`src/rtl/fifo_transaccion.sv`:
```
// -----------------------------------------------------------------------------
// fifo_transaccion
//
// Transaction FIFO with occupancy-based status flags. Entries are held in a
// small register array with circular write/read pointers; a pop returns its
// entry on data_out one clock later, qualified by a one-cycle valid_out.
//
// Parameters
//   DATA_W        entry width in bits (default 10)
//   ADDR_W        pointer width; depth = 2**ADDR_W (default 3 -> 8 entries)
//
// Ports
//   clk           clock, all state changes on the rising edge
//   reset         synchronous reset, active low
//   push          write request; data_in is stored when accepted
//   data_in       write data
//   pop           read request
//   umbral_alto   almost-full threshold (from FSM interno_alto)
//   umbral_bajo   almost-empty threshold (from FSM interno_bajo)
//   data_out      registered read data, holds its value between pops
//   valid_out     data_out carries a freshly popped entry this cycle
//   fifo_empty    count == 0
//   fifo_full     count == depth
//   almost_full   count >= umbral_alto
//   almost_empty  count <= umbral_bajo
//   error         overflow/underflow indicator
//
// Build option
//   FIFO_ERROR_STICKY_EN  when defined, error latches on the first overflow or
//                         underflow and is cleared only by reset. When not
//                         defined, error is a one-cycle pulse in the cycle
//                         following each overflow or underflow.
// -----------------------------------------------------------------------------
module fifo_transaccion #(
   parameter int DATA_W = 10,
   parameter int ADDR_W = 3
) (
   input  logic              clk,
   input  logic              reset,
   input  logic              push,
   input  logic [DATA_W-1:0] data_in,
   input  logic              pop,
   input  logic [2:0]        umbral_alto,
   input  logic [2:0]        umbral_bajo,
   output logic [DATA_W-1:0] data_out,
   output logic              valid_out,
   output logic              fifo_empty,
   output logic              fifo_full,
   output logic              almost_full,
   output logic              almost_empty,
   output logic              error
);

   localparam int                 DEPTH     = 2 ** ADDR_W;
   localparam int                 CNT_W     = ADDR_W + 1;
   localparam logic [CNT_W-1:0]   DEPTH_CNT = CNT_W'(DEPTH);

   // -------------------------------------------------------------------------
   // State
   // -------------------------------------------------------------------------
   logic [DATA_W-1:0] mem_reg [DEPTH];

   logic [ADDR_W-1:0] wr_ptr_reg,   wr_ptr_next;
   logic [ADDR_W-1:0] rd_ptr_reg,   rd_ptr_next;
   logic [CNT_W-1:0]  count_reg,    count_next;
   logic [DATA_W-1:0] data_out_reg, data_out_next;
   logic              valid_reg,    valid_next;
   logic              error_reg,    error_next;

   // -------------------------------------------------------------------------
   // Request qualification
   // -------------------------------------------------------------------------
   logic push_ok;
   logic pop_ok;
   logic overflow;
   logic underflow;

   // Thresholds are 3-bit inputs; widen them to the count width so the
   // comparison is unsigned and never truncates the count.
   logic [CNT_W-1:0] alto_ext;
   logic [CNT_W-1:0] bajo_ext;

   assign alto_ext = CNT_W'(umbral_alto);
   assign bajo_ext = CNT_W'(umbral_bajo);

   assign fifo_empty   = (count_reg == '0);
   assign fifo_full    = (count_reg == DEPTH_CNT);
   assign almost_full  = (count_reg >= alto_ext);
   assign almost_empty = (count_reg <= bajo_ext);

   // A pop on a full FIFO frees a slot in the same cycle, so a simultaneous
   // push is still accepted. A pop on an empty FIFO has nothing to return,
   // so a simultaneous push goes through alone.
   assign pop_ok    = pop && !fifo_empty;
   assign push_ok   = push && (!fifo_full || pop);
   assign overflow  = push && fifo_full && !pop;
   assign underflow = pop && fifo_empty;

   // -------------------------------------------------------------------------
   // Next-state logic
   // -------------------------------------------------------------------------
   always_comb begin
      wr_ptr_next   = wr_ptr_reg;
      rd_ptr_next   = rd_ptr_reg;
      count_next    = count_reg;
      data_out_next = data_out_reg;
      valid_next    = 1'b0;

      if (push_ok) begin
         // Depth is a power of two, so the pointer wraps naturally.
         wr_ptr_next = wr_ptr_reg + ADDR_W'(1);
      end

      if (pop_ok) begin
         rd_ptr_next   = rd_ptr_reg + ADDR_W'(1);
         data_out_next = mem_reg[rd_ptr_reg];
         valid_next    = 1'b1;
      end

      unique case ({push_ok, pop_ok})
         2'b10:   count_next = count_reg + CNT_W'(1);
         2'b01:   count_next = count_reg - CNT_W'(1);
         default: count_next = count_reg;
      endcase
   end

`ifdef FIFO_ERROR_STICKY_EN
   assign error_next = error_reg | overflow | underflow;
`else
   assign error_next = overflow | underflow;
`endif

   // -------------------------------------------------------------------------
   // Storage: no reset on the array, only pointers and count define validity.
   // -------------------------------------------------------------------------
   always_ff @(posedge clk) begin
      if (push_ok) begin
         mem_reg[wr_ptr_reg] <= data_in;
      end
   end

   // -------------------------------------------------------------------------
   // Control registers; reset wins over any push/pop in the same cycle.
   // -------------------------------------------------------------------------
   always_ff @(posedge clk) begin
      if (!reset) begin
         wr_ptr_reg   <= '0;
         rd_ptr_reg   <= '0;
         count_reg    <= '0;
         data_out_reg <= '0;
         valid_reg    <= 1'b0;
         error_reg    <= 1'b0;
      end else begin
         wr_ptr_reg   <= wr_ptr_next;
         rd_ptr_reg   <= rd_ptr_next;
         count_reg    <= count_next;
         data_out_reg <= data_out_next;
         valid_reg    <= valid_next;
         error_reg    <= error_next;
      end
   end

   assign data_out  = data_out_reg;
   assign valid_out = valid_reg;
   assign error     = error_reg;

endmodule
```
`config.mk`:
```
export PLATFORM = sky130hd
export DESIGN_NAME = fifo_transaccion
export DESIGN_NICKNAME = d
export VERILOG_FILES = /design/src/rtl/fifo_transaccion.sv
export SDC_FILE = /design/constraint.sdc
export NUM_CORES = 1
export LEC_CHECK = 0
export ABC_CLOCK_PERIOD_IN_PS = 2250
export BUFFER_PORTS_ARGS = -buffer_cell sky130_fd_sc_hd__buf_2
export CORE_MARGIN = 2
export CORE_UTILIZATION = 55
export CTS_BUF_LIST = sky130_fd_sc_hd__clkbuf_4
export DETAILED_ROUTE_END_ITERATION = 10
export PLACE_DENSITY_LB_ADDON = 0.08
export SETUP_SLACK_MARGIN = 0.5
export SLEW_MARGIN = 20
export SYNTH_ARGS = -nofsm -noshare
export SYNTH_HDL_FRONTEND = slang
export SYNTH_SLANG_ARGS = --single-unit
export TNS_END_PERCENT = 20
```
`constraint.sdc`:
```
create_clock -name clk -period 2.25 [get_ports clk]
set_input_delay 0.225 -clock clk [delete_from_list [all_inputs] [get_ports clk]]
set_output_delay 0.225 -clock clk [all_outputs]
set_load 0.005 [all_outputs]
```
==> results by group, run 1 <==
Logic synthesis
  – Asr flop ratio synth: 0%
  – Synth area leader: edfxtp_1
  – Main synth FF type: edfxtp_1
  – Share of the synthesized area in the top cell type: between 50% and 60%
  – Cell with the most instances after synthesis: edfxtp_1
  – Top cells by instance count after synthesis: edfxtp_1, dfxtp_1, mux4_2, nor2_1, o21ai_0
  – Register area share after synthesis: 69.12%
  – Top post-synthesis cells by area: edfxtp_1, mux4_2, dfxtp_1
  – Mean Syn Cell Area: approximately 17 um^2
  – Number of synthesized flops with an enable pin: 80
  – Mapped Nets: around 280
  – Yosys reg bits: around 100
  – Cells after Synth: about 250
  – Netlist cell types: 33
  – Synth warn: 0
  – Synthesized area: about 0.0041 mm^2

STA
  – Layout Skew: about 0.021 ns
  – Setup Viol. Count Final: 0
  – Max-slew violations: 0
  – RSZ-0062 raised after global routing: true
  – Tightest Pin Transition: 0.3655 ns
  – Time the worst path needs with I/O delays and setup: 2.117 ns
  – Fmax achieved: 472.4 MHz
  – Max transition margin: 75.63%
  – Setup_tns: 0 ns
  – Final hold slack: between 0.03 and 0.04 ns
  – Final hold vios: 0
  – Period Utilization, post-route: between 90% and 100%

Routing
  – Vias: ~2300
  – DRT antenna net count: 0
  – WL final: about 8000 um
  – DR iter-0 viols: 211
  – Initial DRT Pass Iterations: 4
  – DR DRC count: 0
  – WL/cell: about 19 um
  – Vias per std cell: between 5 and 6

Setup path
  – CP startpoint kind: register
  – Arr. time, crit path: ~2.5 ns
  – Crit Path Max Fanout: 5
  – Worst path slowest cell: o41a_1
  – Worst EP required: 2.62 ns
  – Worst Setup End Kind: register
  – Crit-path cells: o41a_1 > ha_4 > xor2_2 > ha_2 > a21oi_2 > xor2_1 > or3_1 > a21boi_1
  – CP max stage delay: 0.49 ns
  – Setup CP Type: register to register

Die
  – # IOs: 36
  – # rows: 31
  – Initial Util: a little under three fifths
  – Die span in y: approximately 90 um
  – Die X: 90.48 um
  – Total die area: 0.008186 mm^2
  – Core area: ~0.0073 mm^2

GRT
  – GR Overflow Total: 0
  – Largest net degree at the start of global routing: 24
  – Gr usage total: approximately 20%
  – Global-route wire length before repair: around 12000 um
  – Vias in the first global route: 2224
  – Antenna violations before repair: 0

CTS
  – CTS Buffer Depth: 2
  – Clk_lat worst skew: around 0.44 ns
  – Cts hold-fix bufs: 0
  – CTS tree: built
  – Reg clk slew, reported paths: between 0.15 and 0.2 ns
  – Root Driver: clkbuf_4
  – Number of H-tree levels: 3
  – TritonCTS Sinks: 102
  – Num CTS Buffers: 9

Cells and area
  – Antenna cells: 0
  – Nets: 334
  – Max FFs per register: 80
  – Fillers: 515
  – Syn-to-layout area delta: 16.55%
  – Fraction of layout instances using a drive strength above 1: a little under two fifths

Pwr
  – Logic pwr share: 30.3%
  – P_leak: around 1.7 nW
  – Pwr/cell area: 1009 mW/mm^2
  – Clock share of power: between 20% and 30%
  – Reg power frac: 47.5%
  – Switching Fraction: around 29%
  – Internal power: 3.459 mW
  – VDD IR-drop max: approximately 0.54 mV
  – P_sw: roughly 1.4 mW

Placement
  – Final HPWL DP: 4676 um
  – I/O Buffers: 35
  – Gpl congestion: roughly 0.73

Flow run
  – Max_cap viols: 0

Outcome
  – Status: completed

Min path
  – HP Class: primary input to register
[layout by cell type, fill, tap and decap left out, types with 2 or more instances in the layout]
cell type	Yosys	final
dfxtp_1	22	19
nand3_1	2	2
buf_6	3	4
a21oi_1	3	2
buf_4	0	17
nor2_1	14	13
dfxtp_2	0	2
clkbuf_4	0	11
edfxtp_1	80	80
ha_2	0	2
buf_2	4	35
nand2b_1	7	6
xnor2_1	4	4
and2_1	7	7
nor3_1	5	5
ha_1	11	6
mux2i_1	4	4
nand2_1	4	4
xor2_1	3	2
inv_1	6	5
nor2b_1	5	4
bufinv_16	0	2
o211ai_1	2	2
mux4_2	20	20
o22ai_1	10	10
a211o_1	2	2
ha_4	0	3
o21ai_0	14	13
[kinds of logic (layout without fill, tap and decap cells)]
family / Yosys count / in the layout / share of synthesized area [%]
compound gates: 35 / 35 / 5.415
xor+xnor: 7 / 7 / 1.491
fa+ha+maj: 11 / 11 / 3.346
buf+inv: 17 / 79 / 2.221
flops: 102 / 102 / 69.12
mux: 24 / 24 / 11.93
simple gates: 50 / 50 / 6.480
[area by class of cell]
class                      count  area, um^2  area share (%)
timing repair buffer          57       367.9           7.674
clock inverter                 5       85.08           1.775
tap                           99       123.9           2.584
multi-input combinational    127        1260           26.29
inverter                       6       25.02          0.5221
sequential                   102        2849           59.44
clock buffer                  11       82.58           1.723
[power by group through the flow]
| stage | Combinational, mW | Sequential (mW) | Clock, mW |
|---|---|---|---|
| floorplan | 0.920 | 2.34 | 0 |
| global placement | 1.29 | 2.33 | 0 |
| finish | 1.47 | 2.30 | 1.07 |
| detailed placement | 1.30 | 2.34 | 0 |
| CTS | 1.39 | 2.30 | 1.09 |
| global route | 1.61 | 2.32 | 1.17 |
[routing by layer]
layer | wire, um | global-route usage, %
met1 | 3319 | 26.81
met2 | 3992 | 33.21
met3 | 383 | 4.841
met4 | 87 | 6.154
met5 | 0 | 0
[through the flow]
| step | util, % | cells | instance area [um^2] | total power, mW | worst slack, ns |
|---|---|---|---|---|---|
| 6_report | 66.09 | 407 | 4793 | 4.839 | 0.1332 |
| 5_1_grt | 66.09 | 407 | 4793 | 5.096 | 0.04077 |
| 4_1_cts | 65.28 | 406 | 4735 | 4.783 | 0.1492 |
| 3_5_place_dp | 62.15 | 386 | 4508 | 3.634 | 0.1346 |
| 3_3_place_gp | 62.15 | 386 | 4508 | 3.617 | 0.1812 |
| 2_1_floorplan | - | 246 | 4144 | 3.259 | 0.02141 |
[path summary, 6_finish.rpt]
kind                            depth (start not counted)    startpoint       endpoint  slack [ns]
worst max-delay path                                    8  count_reg[3]   count_reg[2]        0.13
worst min-delay path                                    1    data_in[9]  mem_reg[5][9]        0.03
worst max register to register                          8  count_reg[3]   count_reg[2]        0.13
worst min register to register                          2   data_out[7]    data_out[7]        0.53
[repair_timing]
action | in CTS | in global routing
resized for setup | 7 | 13
setup endpoints to repair | 6 | 50
setup buffers | 4 | 1
pin swaps | 8 | 5
[critical path, delay by kind of cell (launching register included)]
| family | cells | cell delay, ns |
|---|---|---|
| AO/OA/AOI/OAI | 3 | 0.73 |
| flip-flops | 1 | 0.38 |
| adder cells (fa/ha/maj) | 2 | 0.38 |
| AND/OR/NAND/NOR | 1 | 0.32 |
| XOR/XNOR | 2 | 0.25 |
Note: power is estimated with default switching activity, not from simulation.
==> run 2: changes to the inputs <==
Settings changed: CORE_UTILIZATION 55 to 50, GPL_ROUTABILITY_DRIVEN set to 0.
==> run 2 against run 1 <==
First-iteration DRC count down 45%. Final cell count up 7.1%. Sequential power about the same. Wire length up 11%. Flip-flop and latch count unchanged. Power up 3.8%. Largest cell class unchanged. Non-clock buffer count up 21. Clock skew down 0.0063 ns. Largest power group unchanged. Clock power down 18%. Register-to-register slack worse by 0.06 ns.
==> results by group, run 2 (synthesized netlist as in run 1, its figures left out) <==
Pwr
  – VDD IR-drop max: 0.4029 mV (was 0.5351 mV)
  – P_leak: 1.852 nW (was 1.727 nW)
  – Pwr/cell area: 977.6 mW/mm^2 (was 1009 mW/mm^2)
  – Design Power: 5.025 mW (was 4.839 mW)

STA
  – Time the worst path needs with I/O delays and setup: 2.179 ns (was 2.117 ns)
  – Final hold slack: 0.03051 ns (was 0.03007 ns)
  – Max-slew violations: 0 (unchanged)
  – Fmax achieved: 458.8 MHz (was 472.4 MHz)
  – Layout Skew: 0.01455 ns (was 0.02089 ns)
  – Final hold vios: 0 (unchanged)
  – Setup Viol. Count Final: 0 (unchanged)
  – RSZ-0062 raised after global routing: true (unchanged)
  – Tightest Pin Transition: 0.4321 ns (was 0.3655 ns)
  – Max transition margin: 70.97% (was 75.63%)
  – Period Utilization, post-route: 96.86% (was 94.08%)

Cells and area
  – Commonest non-fill, non-tap cell in the layout: edfxtp_1 (unchanged)
  – Fraction of layout instances using a drive strength above 1: 44.71% (was 36.69%)
  – Cell area after layout: 0.005140 mm^2 (was 0.004793 mm^2)
  – Max FFs per register: 80 (unchanged)
  – Nets: 357 (was 334)
  – Post-Route Utilization: 63.51% (was 66.09%)
  – Most frequent cells in the layout: edfxtp_1, buf_2, buf_4, mux4_2, dfxtp_1 (was edfxtp_1, buf_2, mux4_2, dfxtp_1, buf_4)
  – Syn-to-layout area delta: 24.98% (was 16.55%)
  – Antenna cells: 0 (unchanged)

Setup path
  – Crit-path cells: buf_6 > o41a_1 > ha_4 > xor2_2 > ha_2 > a21oi_2 > xor2_1 > or3_1 > a21boi_1 (was o41a_1 > ha_4 > xor2_2 > ha_2 > a21oi_2 > xor2_1 > or3_1 > a21boi_1)
  – Delay-heaviest family, CP: compound AO/OA/AOI/OAI gates (unchanged)
  – Worst R2R Start: count_reg[2] (was count_reg[3])
  – CP startpoint kind: register (unchanged)
  – Crit path launch: count_reg[2] (was count_reg[3])
  – Arr. time, crit path: 2.56 ns (was 2.49 ns)
  – Worst path slowest cell: o41a_1 (unchanged)
  – CP max stage delay: 0.47 ns (was 0.49 ns)
  – CP Depth: 9 (was 8)
  – Buf+Inv Stages, Crit Path: 1 (was 0)
  – Setup CP Type: register to register (unchanged)
  – Worst Setup End Kind: register (unchanged)
  – Crit path capture: count_reg[2] (unchanged)
  – Worst EP required: 2.63 ns (was 2.62 ns)
  – Capture point of the worst reg-to-reg path: count_reg[2] (unchanged)
  – Reg2reg setup slack: 0.07 ns (was 0.13 ns)
  – Crit Path Max Fanout: 4 (was 5)
  – R2R depth: 9 (was 8)

Routing
  – DR DRC count: 0 (unchanged)
  – WL/cell: 19.78 um (was 19.12 um)
  – DRT antenna net count: 0 (unchanged)
  – DR iter-0 viols: 115 (was 211)
  – WL final: 8623 um (was 7783 um)
  – Vias per std cell: 5.493 (was 5.568)
  – Vias: 2395 (was 2266)
  – Initial DRT Pass Iterations: 4 (unchanged)

Placement
  – I/O Buffers: 35 (unchanged)
  – Final HPWL DP: 4952 um (was 4676 um)
  – Placed cell area: 0.004516 mm^2 (was 0.004508 mm^2)

Die
  – Initial Util: 50.82% (was 56.70%)
  – Die span in y: 94.70 um (was 90.48 um)
  – Total die area: 0.008967 mm^2 (was 0.008186 mm^2)
  – Core area: 0.008093 mm^2 (was 0.007253 mm^2)
  – # rows: 33 (was 31)
  – Die X: 94.70 um (was 90.48 um)
  – # IOs: 36 (unchanged)

GRT
  – Largest net degree at the start of global routing: 24 (unchanged)
  – Gr usage total: 19.78% (was 20.14%)
  – Global-route wire length before repair: 12560 um (was 12010 um)
  – GR Overflow Total: 0 (unchanged)
  – Antenna violations before repair: 0 (unchanged)
  – Vias in the first global route: 2351 (was 2224)

CTS
  – Num CTS Buffers: 9 (unchanged)
  – TritonCTS Sinks: 102 (unchanged)
  – Reg clk slew, reported paths: 0.16 ns (about the same)
  – CTS tree: built (unchanged)
  – CTS Buffer Depth: 2 (unchanged)
  – Number of H-tree levels: 3 (unchanged)
  – Root Driver: clkbuf_4 (unchanged)
  – Cts hold-fix bufs: 0 (unchanged)
  – Clk_lat worst skew: 0.45 ns (was 0.44 ns)

Min path
  – HP Class: primary input to register (unchanged)
  – HP Start: data_in[0] (was data_in[9])

Outcome
  – Status: completed (unchanged)

Flow run
  – Max_cap viols: 0 (unchanged)
run 2: cell count changes in the layout (fill, tap and decap cells not counted), sizes merged:
cell           delta
nand2             +1
nand2b            +1
clkdlybuf4s15     +1
inv               +1
clkbuf            +2
bufinv            -2
clkinvlp          +2
clkinv            -1
buf              +18
run 2: per-layer routing:
metal	wire length (um)	vias to the layer above	GRT usage (%)
li1	-	1120	-
met1	3700	1200	25.86
met2	4432	64	32.80
met3	379	11	4.389
met4	111	0	7.126
met5	0	-	0
run 2: worst min path at each step:
stage,to,cells past startpoint
after CTS,mem_reg[7][2],1
final,mem_reg[4][0],1
after detailed placement,data_out[1],2
after floorplan,mem_reg[0][0],0
after global routing,mem_reg[7][0],1
after global placement,data_out[5],2
run 2: layout make-up:
type	count	area, um^2
clock buffers	11	82.58
clock inverters	5	42.54
fillers	624	2953
inverters	6	22.52
multi-input cells	129	1404
flip-flops and latches	102	2849
well taps	105	131.4
repair buffers	78	608.1
run 2: timing repair:
action,in CTS,in global routing
cloned,0,5
endpoints found under the setup margin,57,101
buffers inserted,12,11
gates resized for setup,19,30
pin swaps,14,12
run 2: power breakdown:
part	internal (mW)	leakage (nW)	switching, mW	total, mW
combinational	0.997	0.881	0.850	1.85
clock	0.264	0.0616	0.612	0.876
sequential	2.21	0.909	0.0901	2.30
run 2: through the flow:
step                std cells  setup WS (ns)  setup TNS [ns]
finish                    436        0.07056               0
global route              436      -0.009222       -0.009222
CTS                       420        0.09814               0
detailed placement        392        0.05040               0
global placement          392        0.08551               0
floorplan                 246        0.02141               0
